`src/rtl/gpo_pulse_if.sv`:
```
// FPro slot bus bundle: select, strobes, address and data for one MMIO slot.
// The master drives the request side and the slave returns combinational read data.
interface gpo_pulse_if;
  logic        cs;
  logic        read;
  logic        write;
  logic [4:0]  addr;
  logic [31:0] wr_data;
  logic [31:0] rd_data;

  modport master (output cs, read, write, addr, wr_data, input rd_data);
  modport slave  (input cs, read, write, addr, wr_data, output rd_data);
endinterface

```
`src/rtl/gpo_pulse.sv`:
```
// General-purpose output slot: output latch with set/clear/toggle writes,
// readback, and a one-shot engine that inverts a masked group for len cycles.
//
// state     | meaning
// ST_IDLE   | no pulse running, busy=0, dout = buf
// ST_ACTIVE | pulse running, busy=1, dout = buf ^ mask, cnt counts down to 1
module gpo_pulse #(
  parameter int W     = 8,
  parameter int CNT_W = 16
) (
  input  logic          clk,
  input  logic          reset_n,
  gpo_pulse_if.slave    bus,
  output logic [W-1:0]  dout
);

  localparam logic [0:0] ST_IDLE   = 1'b0;
  localparam logic [0:0] ST_ACTIVE = 1'b1;

  localparam logic [4:0] A_DATA  = 5'd0;
  localparam logic [4:0] A_SET   = 5'd1;
  localparam logic [4:0] A_CLR   = 5'd2;
  localparam logic [4:0] A_TGL   = 5'd3;
  localparam logic [4:0] A_PLEN  = 5'd4;
  localparam logic [4:0] A_PULSE = 5'd5;
  localparam logic [4:0] A_STAT  = 5'd6;
  localparam logic [4:0] A_DOUT  = 5'd7;

  logic [W-1:0]     obuf_q, obuf_d;
  logic [CNT_W-1:0] len_q, len_d;
  logic [W-1:0]     mask_q, mask_d;
  logic [CNT_W-1:0] cnt_q, cnt_d;
  logic [0:0]       state_q, state_d;
  logic             done_q, done_d;

  logic             wr_en, rd_en, pulse_wr, stat_wr, busy;
  logic [W-1:0]     wdat;
  logic [31:0]      obuf_ext, len_ext, mask_ext, dout_ext;
  logic             unused_wr;

  assign wr_en     = bus.cs && bus.write;
  assign rd_en     = bus.cs && bus.read;
  assign wdat      = bus.wr_data[W-1:0];
  assign pulse_wr  = wr_en && (bus.addr == A_PULSE);
  assign stat_wr   = wr_en && (bus.addr == A_STAT);
  assign busy      = (state_q == ST_ACTIVE);
  assign unused_wr = ^bus.wr_data;

  assign dout = obuf_q ^ (busy ? mask_q : '0);

  always_comb begin
    obuf_d = obuf_q;
    len_d  = len_q;
    if (wr_en) begin
      case (bus.addr)
        A_DATA:  obuf_d = wdat;
        A_SET:   obuf_d = obuf_q | wdat;
        A_CLR:   obuf_d = obuf_q & ~wdat;
        A_TGL:   obuf_d = obuf_q ^ wdat;
        A_PLEN:  len_d  = bus.wr_data[CNT_W-1:0];
        default: ;
      endcase
    end
  end

  // A PULSE write outranks completion so an aborted pulse never reports done;
  // completion outranks a STAT clear so done cannot be lost.
  always_comb begin
    state_d = state_q;
    mask_d  = mask_q;
    cnt_d   = cnt_q;
    done_d  = stat_wr ? 1'b0 : done_q;
    case (state_q)
      ST_IDLE: begin
        if (pulse_wr) begin
          mask_d = wdat;
          if (len_q != '0) begin
            cnt_d   = len_q;
            state_d = ST_ACTIVE;
          end
        end
      end
      ST_ACTIVE: begin
        if (pulse_wr) begin
          mask_d = wdat;
          cnt_d  = len_q;
          if (len_q == '0) state_d = ST_IDLE;
        end else if (cnt_q == CNT_W'(1)) begin
          state_d = ST_IDLE;
          done_d  = 1'b1;
        end else begin
          cnt_d = cnt_q - CNT_W'(1);
        end
      end
      default: state_d = ST_IDLE;
    endcase
  end

  always_ff @(posedge clk or negedge reset_n) begin
    if (!reset_n) begin
      obuf_q  <= '0;
      len_q   <= '0;
      mask_q  <= '0;
      cnt_q   <= '0;
      state_q <= ST_IDLE;
      done_q  <= 1'b0;
    end else begin
      obuf_q  <= obuf_d;
      len_q   <= len_d;
      mask_q  <= mask_d;
      cnt_q   <= cnt_d;
      state_q <= state_d;
      done_q  <= done_d;
    end
  end

  always_comb begin
    obuf_ext = '0;
    len_ext  = '0;
    mask_ext = '0;
    dout_ext = '0;
    obuf_ext[W-1:0]     = obuf_q;
    len_ext[CNT_W-1:0]  = len_q;
    mask_ext[W-1:0]     = mask_q;
    dout_ext[W-1:0]     = dout;
    bus.rd_data = '0;
    if (rd_en) begin
      case (bus.addr)
        A_DATA, A_SET, A_CLR, A_TGL: bus.rd_data = obuf_ext;
        A_PLEN:  bus.rd_data = len_ext;
        A_PULSE: bus.rd_data = mask_ext;
        A_STAT:  bus.rd_data = {30'd0, done_q, busy};
        A_DOUT:  bus.rd_data = dout_ext;
        default: bus.rd_data = '0;
      endcase
    end
  end

endmodule

```
`src/flat_wrapper.sv`:
```
// flat-port wrapper written by rule: the top's interface ports become plain ports
module gpo_pulse_flat 
#(
  parameter int W     = 8,
  parameter int CNT_W = 16
)
  (clk, reset_n, dout, bus_cs, bus_read, bus_write, bus_addr, bus_wr_data, bus_rd_data);
  gpo_pulse_if bus_i ();
  input  logic clk;
  input  logic reset_n;
  output logic [W-1:0] dout;
  input wire logic [$bits(bus_i.cs)-1:0] bus_cs;
  input wire logic [$bits(bus_i.read)-1:0] bus_read;
  input wire logic [$bits(bus_i.write)-1:0] bus_write;
  input wire logic [$bits(bus_i.addr)-1:0] bus_addr;
  input wire logic [$bits(bus_i.wr_data)-1:0] bus_wr_data;
  output wire logic [$bits(bus_i.rd_data)-1:0] bus_rd_data;
  assign bus_i.cs = bus_cs;
  assign bus_i.read = bus_read;
  assign bus_i.write = bus_write;
  assign bus_i.addr = bus_addr;
  assign bus_i.wr_data = bus_wr_data;
  assign bus_rd_data = bus_i.rd_data;
  gpo_pulse #(.W(W), .CNT_W(CNT_W)) u_core (.clk(clk), .reset_n(reset_n), .bus(bus_i), .dout(dout));
endmodule
```
`config.mk`:
```
export PLATFORM = sky130hd
export DESIGN_NAME = gpo_pulse_flat
export DESIGN_NICKNAME = d
export VERILOG_FILES = /design/src/rtl/gpo_pulse_if.sv /design/src/rtl/gpo_pulse.sv /design/src/flat_wrapper.sv
export SDC_FILE = /design/constraint.sdc
export NUM_CORES = 1
export LEC_CHECK = 0
export ABC_AREA = 1
export CAP_MARGIN = 10
export CORE_ASPECT_RATIO = 1.75
export CORE_UTILIZATION = 45
export CTS_CLUSTER_DIAMETER = 80
export DETAILED_ROUTE_END_ITERATION = 10
export GPL_TIMING_DRIVEN = 0
export PLACE_DENSITY = 0.72
export SKIP_LAST_GASP = 1
export SYNTH_ARGS = -nofsm -noshare
export SYNTH_HDL_FRONTEND = slang
export SYNTH_SLANG_ARGS = --single-unit
```
`constraint.sdc`:
```
create_clock -name clk -period 3.1 [get_ports clk]
set_input_delay 0.775 -clock clk [delete_from_list [all_inputs] [get_ports clk]]
set_output_delay 0.775 -clock clk [all_outputs]
set_load 0.005 [all_outputs]
```
==> flow_summary_export.csv <==
group,metric,value,unit
timing,finalClockSkew,0.006010,ns
critical_path,rr_startpoint,"u_core.cnt_q[0]",
critical_path,crit_path_end_kind,"primary output",
finish,final_common_cell,"nand2_1",
global_route,antenna_found_initial,0,
critical_path,slowest_stage,"clkdlybuf4s50_1",
global_route,grt_max_degree,34,
timing,setup-violations-final,0,
drt,num_vias,3699,
pwr,power,0.002966,W
synth,yosys.area.top_type,"dfrtp_1",
clocking,htreeDepth,2,
drt,wire_per_inst,14.54,um
timing,period_minus_slack,2.984,ns
synth,synth_ff_type,"dfrtp_1",
place,gp_congestion,0.8918,
critical_path,cp_max_fo,5,
critical_path,endpoint,"bus_rd_data[15]",
pwr,power.density,634.8,nW/um^2
global_route,grt_pass1_wl,16790,um
critical_path,worstReg2RegEnd,"u_core.cnt_q[14]",
synth,synth-async-reset-ratio,1.000,
timing,finalCritPeriodShare,0.9626,
finish,area_growth,25.01,%
place,dp_hpwl,8182,um
timing,relSlewSlack,0.5891,
synth,synth_edf_count,0,
drt,dr.pass1.iters,6,
synth,netlist_area,3737,um^2
critical_path,cp.required,2.32,ns
clocking,cts_made_buffers,5,
critical_path,crit_type,"in -> out",
timing,rsz0062_at_grt,"no",
clocking,clkTransAtPathRegs,0.07,ns
hold_path,worst_hold_path_type,"in -> async",
drt,drtIter0Drc,207,
synth,synth.area.top_cells,"dfrtp_1 33%, nand2_1 20%, inv_1 6.4%",
critical_path,critPathLaunchType,"input port",
timing,finalMaxSlewViolations,0,
place,io_buffers,49,
outcome,status,"completed",
critical_path,startpoint,"bus_addr[1]",
synth,avgSynthCellArea,6.783,um^2
drt,drt.antenna.violating_nets,0,
clocking,clock_path_buffers,2,
floorplan,num_io_pins,82,
floorplan,start_util,0.4694,
clocking,cts_hold_buf,0,
floorplan,die_w,70.89,um
global_route,grt_overflow_total,0,
critical_path,r2r_cells,9,
finish,fin_area,4672,um^2
clocking,clockRootBuffer,"clkbuf_16",
critical_path,worst_ep_arrival_time,2.21,ns
clocking,cts_sinks,50,
pwr,p_leak,2.470,nW
global_route,groute.usage.overall,0.2535,
synth,yosysWarnings,0,
clocking,cts_tree,"yes",
timing,worst_slew_pin_slew,0.6130,ns
clocking,clk_latency,0.30,ns
floorplan,rows,43,
drt,drc,0,
critical_path,slowest_delay,0.52,ns
finish,diodes,0,
timing,fmax,335.1,MHz
synth,synth_seq_cells,50,
floorplan,fp.dieH,122.6,um
place,place_area,4412,um^2
drt,avgViaCountPerCell,5.095,
synth,synth_cells,551,
timing,fin_setup_tns,0,ns
flow_run,max_cap_violations,0,
floorplan,core,7963,um^2
floorplan,dieArea,8688,um^2
finish,layout_common_cells,"194 x nand2_1, 62 x inv_1, 56 x nor2_1, 50 x dfrtp_1, 30 x nand3_1",
synth,yosysSeqAreaShare,0.3348,
synth,synth_top_cell_area_share,0.3348,
global_route,grt_pass1_vias,3653,
synth,yosysUniqueCellTypes,32,
finish,drive_gt1_frac,0.1336,
drt,drt-total-wl,10560,um
timing,finalHoldViolations,0,
pwr,vdd_drop_max,0.0004519,V
finish,final_net_count,695,
critical_path,rrSetupSlack,1.43,ns
critical_path,cp_cell_sequence,"dlygate4sd2_1, nor2_1, nand2_4, buf_4, nor3_2, clkdlybuf4s50_1",
state kept, by name, indices dropped and copies added (netlist names):
signal and count:
u_core.done_q 1, u_core.obuf_q 8, u_core.mask_q 8, u_core.len_q 16
u_core.cnt_q 16, u_core.busy 1
cells by family after synthesis:
logic type,count (synthesis),share of synthesized area
AOI/OAI and AO/OA,54,0.07834
xor gates and xnor gates,11,0.02578
adders and majority gates,18,0.06026
buffers and inverters,96,0.1255
DFF,50,0.3348
muxes,5,0.01506
other,1,0.001003
and+or+nand+nor,316,0.3592
routing by layer:
layer / vias up / share of wire / wire (um) / global-route usage
met5: - / 0 / 0 / 0
met4: 0 / 0.043 / 453 / 0.1613
met3: 35 / 0.034 / 360 / 0.03530
met2: 109 / 0.55 / 5858 / 0.4844
met1: 1704 / 0.37 / 3883 / 0.2517
li1: 1851 / - / - / -
synthesized netlist by cell type (3+ instances only):
cell	instances
nand2_1	197
inv_1	64
nor2_1	56
dfrtp_1	50
nand3_1	30
o21ai_0	28
buf_4	18
ha_1	18
a21oi_1	12
xor2_1	10
nand4_1	9
buf_2	7
o21ai_1	6
mux2_1	5
nor2_2	5
nor3b_1	5
o21ai_2	5
buf_6	4
nor3_1	3
how the worst min path moves through the flow:
stage	startpoint	endpoint	slack [ns]
floorplan	u_core.done_q	u_core.done_q	0.47
global placement	u_core.mask_q[7]	u_core.mask_q[7]	0.49
detailed placement	u_core.mask_q[5]	u_core.mask_q[5]	0.51
CTS	reset_n	u_core.mask_q[0]	0.42
global route	reset_n	u_core.mask_q[0]	0.45
finish	reset_n	u_core.mask_q[0]	0.41
through the flow:
| stage | setup slack [ns] | hold WS, ns | std cells | util |
|---|---|---|---|---|
| final | 0.1159 | 0.4112 | 726 | 0.5867 |
| after global routing | 0.06337 | 0.4524 | 726 | 0.5867 |
| after CTS | -0.1966 | 0.4203 | 726 | 0.5866 |
| after detailed placement | -0.6431 | 0.5057 | 706 | 0.5541 |
| after global placement | -0.6490 | 0.4900 | 705 | 0.5522 |
| after floorplan | 0.6901 | 0.4703 | 566 | - |
critical path: cells and delay by family:
kind | cells | cell delay (ns)
simple gates | 3 | 0.44
buf+inv | 3 | 0.99
timing repair:
action | 4_1_cts | 5_1_grt
setup buffers | 12 | 0
resized for setup | 40 | 9
hold endpoints to repair | 0 | 0
setup endpoints to repair | 16 | 10
pin swaps | 6 | 1
area by class of cell:
cell class,instances,area [um^2]
Tap cell,90,112.6
Clock inverter,1,5.005
Clock buffer,7,142.6
Inverter,66,252.7
Fill cell,780,3291
Multi-Input combinational cell,420,2107
Sequential cell,50,1251
Buffer,30,232.7
Timing Repair Buffer,62,568.0
report_power, final:
part	internal [W]	switching, W
combinational	0.000521	0.000846
clock	0.000321	0.000255
sequential	0.000821	0.000201
total	0.00166	0.00130
No activity file was read; power rests on OpenSTA's default activity.
